### src/rtl/alu_cmd_sequencer.sv
// rtl/alu_cmd_sequencer.sv - command queue and issue sequencer for a registered 4-bit ALU
//
// Purpose: accepts ALU commands into a 4-entry FIFO, tags each with a wrapping
// 2-bit id, issues one command per cycle to the downstream ALU and re-aligns
// the ALU's registered result with the issued opcode/tag on the output side.
//
// Ports:
//   clk, reset (async, active low)
//   in_valid/in_ready, in_opcode[1:0], in_a[3:0], in_b[3:0]  command input
//   hold   - pauses issue while high
//   flush  - discards queued and in-flight commands
//   alu_opcode[1:0], alu_a[3:0], alu_b[3:0], alu_reset        to the ALU
//   alu_c[4:0]                                               registered ALU result
//   out_valid, out_result[4:0], out_opcode[1:0], out_tag[1:0] completed result
//   fifo_count[2:0], busy, mismatch                           status
//
// Optional feature: define ALU_SEQ_CHECK_EN to build the result checker that
// drives a sticky mismatch flag; otherwise mismatch is tied low.

module alu_cmd_sequencer (
  input  logic       clk,
  input  logic       reset,
  input  logic       in_valid,
  output logic       in_ready,
  input  logic [1:0] in_opcode,
  input  logic [3:0] in_a,
  input  logic [3:0] in_b,
  input  logic       hold,
  input  logic       flush,
  output logic [1:0] alu_opcode,
  output logic [3:0] alu_a,
  output logic [3:0] alu_b,
  output logic       alu_reset,
  input  logic [4:0] alu_c,
  output logic       out_valid,
  output logic [4:0] out_result,
  output logic [1:0] out_opcode,
  output logic [1:0] out_tag,
  output logic [2:0] fifo_count,
  output logic       busy,
  output logic       mismatch
);

  typedef enum logic [1:0] {
    S_IDLE  = 2'd0,
    S_RUN   = 2'd1,
    S_FLUSH = 2'd2
  } state_t;

  state_t      r_state;
  logic [11:0] r_mem [4];      // {tag, opcode, a, b}
  logic [1:0]  r_wr_ptr;
  logic [1:0]  r_rd_ptr;
  logic [2:0]  r_count;
  logic [1:0]  r_tag;
  logic [1:0]  r_alu_opcode;
  logic [3:0]  r_alu_a;
  logic [3:0]  r_alu_b;
  logic        r_iss_valid;
  logic [1:0]  r_iss_tag;
  logic        r_out_valid;
  logic [1:0]  r_out_opcode;
  logic [1:0]  r_out_tag;

  logic        w_push;
  logic        w_pop;
  logic [11:0] w_head;

  assign in_ready = (r_count < 3'd4) && (r_state != S_FLUSH);
  // flush beats a same-cycle push and pop
  assign w_push   = in_valid && in_ready && !flush;
  assign w_pop    = (r_count != 3'd0) && !hold && (r_state == S_RUN) && !flush;
  assign w_head   = r_mem[r_rd_ptr];

  // Storage needs no reset: emptiness is carried entirely by r_count.
  always_ff @(posedge clk) begin
    if (w_push) begin
      r_mem[r_wr_ptr] <= {r_tag, in_opcode, in_a, in_b};
    end
  end

  always_ff @(posedge clk or negedge reset) begin
    if (!reset) begin
      r_state      <= S_IDLE;
      r_wr_ptr     <= 2'd0;
      r_rd_ptr     <= 2'd0;
      r_count      <= 3'd0;
      r_tag        <= 2'd0;
      r_alu_opcode <= 2'd0;
      r_alu_a      <= 4'd0;
      r_alu_b      <= 4'd0;
      r_iss_valid  <= 1'b0;
      r_iss_tag    <= 2'd0;
      r_out_valid  <= 1'b0;
      r_out_opcode <= 2'd0;
      r_out_tag    <= 2'd0;
    end else if (flush) begin
      // tag counter deliberately survives a flush
      r_state     <= S_FLUSH;
      r_wr_ptr    <= 2'd0;
      r_rd_ptr    <= 2'd0;
      r_count     <= 3'd0;
      r_iss_valid <= 1'b0;
      r_out_valid <= 1'b0;
    end else begin
      case (r_state)
        S_IDLE:  if (w_push) r_state <= S_RUN;
        S_RUN:   if ((r_count == 3'd0) && !r_iss_valid && !w_push) r_state <= S_IDLE;
        S_FLUSH: r_state <= S_IDLE;
        default: r_state <= S_IDLE;
      endcase

      if (w_push) begin
        r_wr_ptr <= r_wr_ptr + 2'd1;
        r_tag    <= r_tag + 2'd1;
      end

      // alu_* hold their last values between issues
      if (w_pop) begin
        r_rd_ptr     <= r_rd_ptr + 2'd1;
        r_iss_tag    <= w_head[11:10];
        r_alu_opcode <= w_head[9:8];
        r_alu_a      <= w_head[7:4];
        r_alu_b      <= w_head[3:0];
      end

      case ({w_push, w_pop})
        2'b10:   r_count <= r_count + 3'd1;
        2'b01:   r_count <= r_count - 3'd1;
        default: r_count <= r_count;
      endcase

      r_iss_valid <= w_pop;
      // ALU registers the issued fields on the same edge, so alu_c and this
      // stage line up with out_valid.
      r_out_valid <= r_iss_valid;
      if (r_iss_valid) begin
        r_out_opcode <= r_alu_opcode;
        r_out_tag    <= r_iss_tag;
      end
    end
  end

  assign alu_opcode = r_alu_opcode;
  assign alu_a      = r_alu_a;
  assign alu_b      = r_alu_b;
  assign alu_reset  = !reset || (r_state == S_FLUSH);
  assign out_valid  = r_out_valid;
  assign out_result = alu_c;
  assign out_opcode = r_out_opcode;
  assign out_tag    = r_out_tag;
  assign fifo_count = r_count;
  assign busy       = (r_state != S_IDLE);

`ifdef ALU_SEQ_CHECK_EN
  logic [4:0] w_exp;
  logic [4:0] r_exp;
  logic       r_mismatch;

  // Expected result of the currently issued fields; captured when the
  // issue moves to the output stage so it stays aligned with alu_c.
  always_comb begin
    w_exp = 5'd0;
    case (r_alu_opcode)
      2'b00:   w_exp = {r_alu_a[3], r_alu_a} + {r_alu_b[3], r_alu_b};
      2'b01:   w_exp = {r_alu_a[3], r_alu_a} - {r_alu_b[3], r_alu_b};
      2'b10:   w_exp = ~{r_alu_a[3], r_alu_a};
      default: w_exp = {4'b0000, |r_alu_b};
    endcase
  end

  always_ff @(posedge clk or negedge reset) begin
    if (!reset) begin
      r_exp      <= 5'd0;
      r_mismatch <= 1'b0;
    end else begin
      if (r_iss_valid) r_exp <= w_exp;
      if (r_out_valid && (alu_c != r_exp)) r_mismatch <= 1'b1;
    end
  end

  assign mismatch = r_mismatch;
`else
  assign mismatch = 1'b0;
`endif

endmodule
### config.mk
export PLATFORM = sky130hd
export DESIGN_NAME = alu_cmd_sequencer
export DESIGN_NICKNAME = d
export VERILOG_FILES = /design/src/rtl/alu_cmd_sequencer.sv
export SDC_FILE = /design/constraint.sdc
export NUM_CORES = 1
export LEC_CHECK = 0
export ABC_AREA = 1
export CORE_ASPECT_RATIO = 1.75
export CORE_MARGIN = 2
export CORE_UTILIZATION = 38
export CTS_BUF_LIST = sky130_fd_sc_hd__clkbuf_8
export DETAILED_ROUTE_END_ITERATION = 16
export HOLD_SLACK_MARGIN = 0.05
export MAX_ROUTING_LAYER = met4
export PLACE_DENSITY = 0.7
export SYNTH_ARGS = -nofsm -noshare
export SYNTH_HDL_FRONTEND = slang
export SYNTH_SLANG_ARGS = --single-unit
### constraint.sdc
create_clock -name clk -period 5.05 [get_ports clk]
set_clock_uncertainty 0.2 [all_clocks]
set_input_delay 1.01 -clock clk [delete_from_list [all_inputs] [get_ports clk]]
set_output_delay 1.01 -clock clk [all_outputs]
set_load 0.03 [all_outputs]
==> flow_metrics.tcl <==
set metrics [dict create \
    status "finished, final reports clean" \
    nets 332 \
    die_area_sq_mm 0.00903 \
    syn_area_sq_mm 0.00314 \
    die_h_microns 124 \
    synth_top_cell_by_area "edfxtp_1" \
    finalNonFillerCells 402 \
    avgRoutedWirePerCell_microns 13.4 \
    holdBufCountCts 0 \
    path_clk_slew_ns 0.07 \
    post-route-util 0.467 \
    dp.cells 386 \
    cp-end-kind "primary output" \
    hold_viol 0 \
    multiInputGateArea_sq_um 786 \
    cts-root-buf "clkbuf_8" \
    arrival_ns 2.50 \
    core_area_sq_mm 0.00796 \
    n_antenna_cell 0 \
    gr-total-overflow 0 \
    placed_area_sq_mm 0.00351 \
    synth-seq-cells 77 \
    relSlewSlack 0.223 \
    io_buffers 35 \
    powerDensity_mw_per_mm2 369 \
    die_w_microns 72.7 \
    crit_fanout 30 \
    yosysSeqAreaShare 0.690 \
    worst_path_most_repeated_cell "clkdlybuf4s50_1" \
    clock-sinks 77 \
    worst_hold_slack_ns 0.286 \
    clock_path_buffers 2 \
    ys_warn_count 0 \
    fin_setup_tns_ns 0 \
    period_minus_slack_ns 3.71 \
    holdPathStages 2 \
    tightestPinTransition_ns 1.16 \
    grt_pass1_vias 1909 \
    antenna_found_initial 0 \
    crit_type "in -> out" \
    place_congestion 0.783 \
    start_util 0.394 \
    grt_pass1_wl_mm 8.91 \
    seqCellArea_sq_mm 0.00217 \
    grt_max_degree 31 \
    htree_levels 3 \
    cap_viol_max_count 0 \
    cts_tree "yes" \
    fin_ws_ns 1.34 \
    drive_gt1_frac 0.103 \
    hpwl_mm 3.78 \
    ff2ff_path_depth 5 \
    synth_nets 301 \
    worst_setup_path_start_kind "input port" \
    crit_chain "clkdlybuf4s50_1 -> buf_4 -> nand2_1 -> clkdlybuf4s50_1" \
    drt-pass1-iter-count 4 \
    slew_violations 0 \
    pre_cts_ws_ns 1.31 \
    synthCells 276 \
    yosys-top-cells-area "edfxtp_1, dfrtp_1, nand2_1, o21ai_0, nor2_1" \
    synth.avg_cell_area_sq_um 11.4 \
    cts_resized 0 \
    insertion_delay_ns 0.35 \
    required_ns 3.84 \
    peakVddDrop_mv 0.243 \
    area_growth_pct 18.5 \
    yosysTopAreaCellShare 0.459 \
    antenna_left 0 \
    final_cell_area_sq_mm 0.00372 \
    min_period_over_period 0.735 \
    viasPerCell 4.81 \
    cts_made_buffers 9 \
    fill_cells 738 \
    route.detailed.drc 0 \
    yosysUniqueCellTypes 28 \
    num_vias 1933 \
    rsz0062_at_grt "no" \
    cpPeakStageDelay_ns 0.60 \
    grt_use_total 0.137 \
    ios 47 \
    row_count 43 \
    post_cts_buffers 0 \
    setup_violations 0 \
    hold_path_class "reg -> reg" \
    finalPower_mw 1.37 \
    leakage_nw 1.49 \
    cp_slowest_cell "clkdlybuf4s50_1" \
    fmax_ghz 0.269 \
    drt_first_iter_violations 117 \
    wl_mm 5.37 \
]
==> logic make-up after synthesis <==
kind of cell             synth area share
buffers and inverters              0.0594
other                             0.00119
AO/OA/AOI/OAI                      0.0897
flip-flops                          0.690
adder cells (fa/ha/maj)            0.0223
XOR/XNOR                          0.00837
AND/OR/NAND/NOR                     0.129
==> power by group <==
| group | switching (mW) | total [mW] | leakage, nW | internal, mW |
|---|---|---|---|---|
| sequential | 0.0344 | 0.751 | 0.800 | 0.716 |
| combinational | 0.0928 | 0.158 | 0.588 | 0.0648 |
| clock | 0.219 | 0.464 | 0.103 | 0.245 |
| total | 0.346 | 1.37 | 1.49 | 1.03 |
==> routing by layer <==
layer | global-route usage | wire length, microns | up-vias
met5 | - | 0 | -
met3 | 0.0413 | 224 | 10
met2 | 0.229 | 2980 | 43
met1 | 0.140 | 2030 | 903
met4 | 0.0697 | 129 | 0
li1 | - | - | 977
==> cell type report <==
class | count | share of cell area
timing repair buffer | 36 | 0.0962
clock inverter | 6 | 0.0185
inverter | 24 | 0.0242
multi-input combinational | 159 | 0.211
sequential | 77 | 0.583
clock buffer | 10 | 0.0370
tap | 90 | 0.0303
==> sequential cells by signal, summed over array words and instances, names as in the netlist, 2 cells and up <==
name,cells
out_opcode,2
r_mem,48
r_wr_ptr,2
r_rd_ptr,2
r_iss_tag,2
r_tag,2
alu_a,4
r_state,2
out_tag,2
fifo_count,3
alu_opcode,2
alu_b,4
==> placed cells by master, fill, tap and decap left out, types with 8 or more instances in the layout <==
cell / n
nand2_1: 56
clkdlybuf4s50_1: 35
clkbuf_8: 10
nor2_1: 33
edfxtp_1: 48
o21ai_0: 27
o21ai_1: 8
inv_1: 18
o22ai_1: 12
dfrtp_1: 29
==> worst paths after layout <==
path,slack (ns),endpoint,start
min reg2reg,0.29,out_opcode[1],out_opcode[1]
max reg2reg,2.56,r_mem[0][1],fifo_count[2]
max,1.34,alu_reset,reset
min,0.29,out_opcode[1],out_opcode[1]
max in group asynchronous,3.54,r_iss_tag[0],reset
min in group asynchronous,0.84,alu_a[1],reset
==> synthesized netlist by cell type <==
cell / n
nor2_4: 1
nand2_2: 2
edfxtp_1: 48
fa_1: 1
xnor2_1: 2
o22ai_1: 12
inv_1: 18
a211oi_2: 1
a21oi_1: 2
conb_1: 1
buf_6: 1
dfrtp_1: 29
inv_2: 6
ha_1: 4
xor2_1: 1
o21ai_1: 8
nand3_2: 1
nand3_1: 1
nor2_2: 3
nor2_1: 33
buf_4: 6
o21ai_0: 27
nand2_1: 56
a21oi_2: 1
nand4_1: 1
buf_2: 5
and2_1: 1
clkbuf_1: 4
==> worst max-delay path, delay by kind of cell <==
family | cells | cell delay [ns]
buffers and inverters | 3 | 1.38
AND/OR/NAND/NOR | 1 | 0.10
Note: power is estimated with default switching activity, not from simulation.
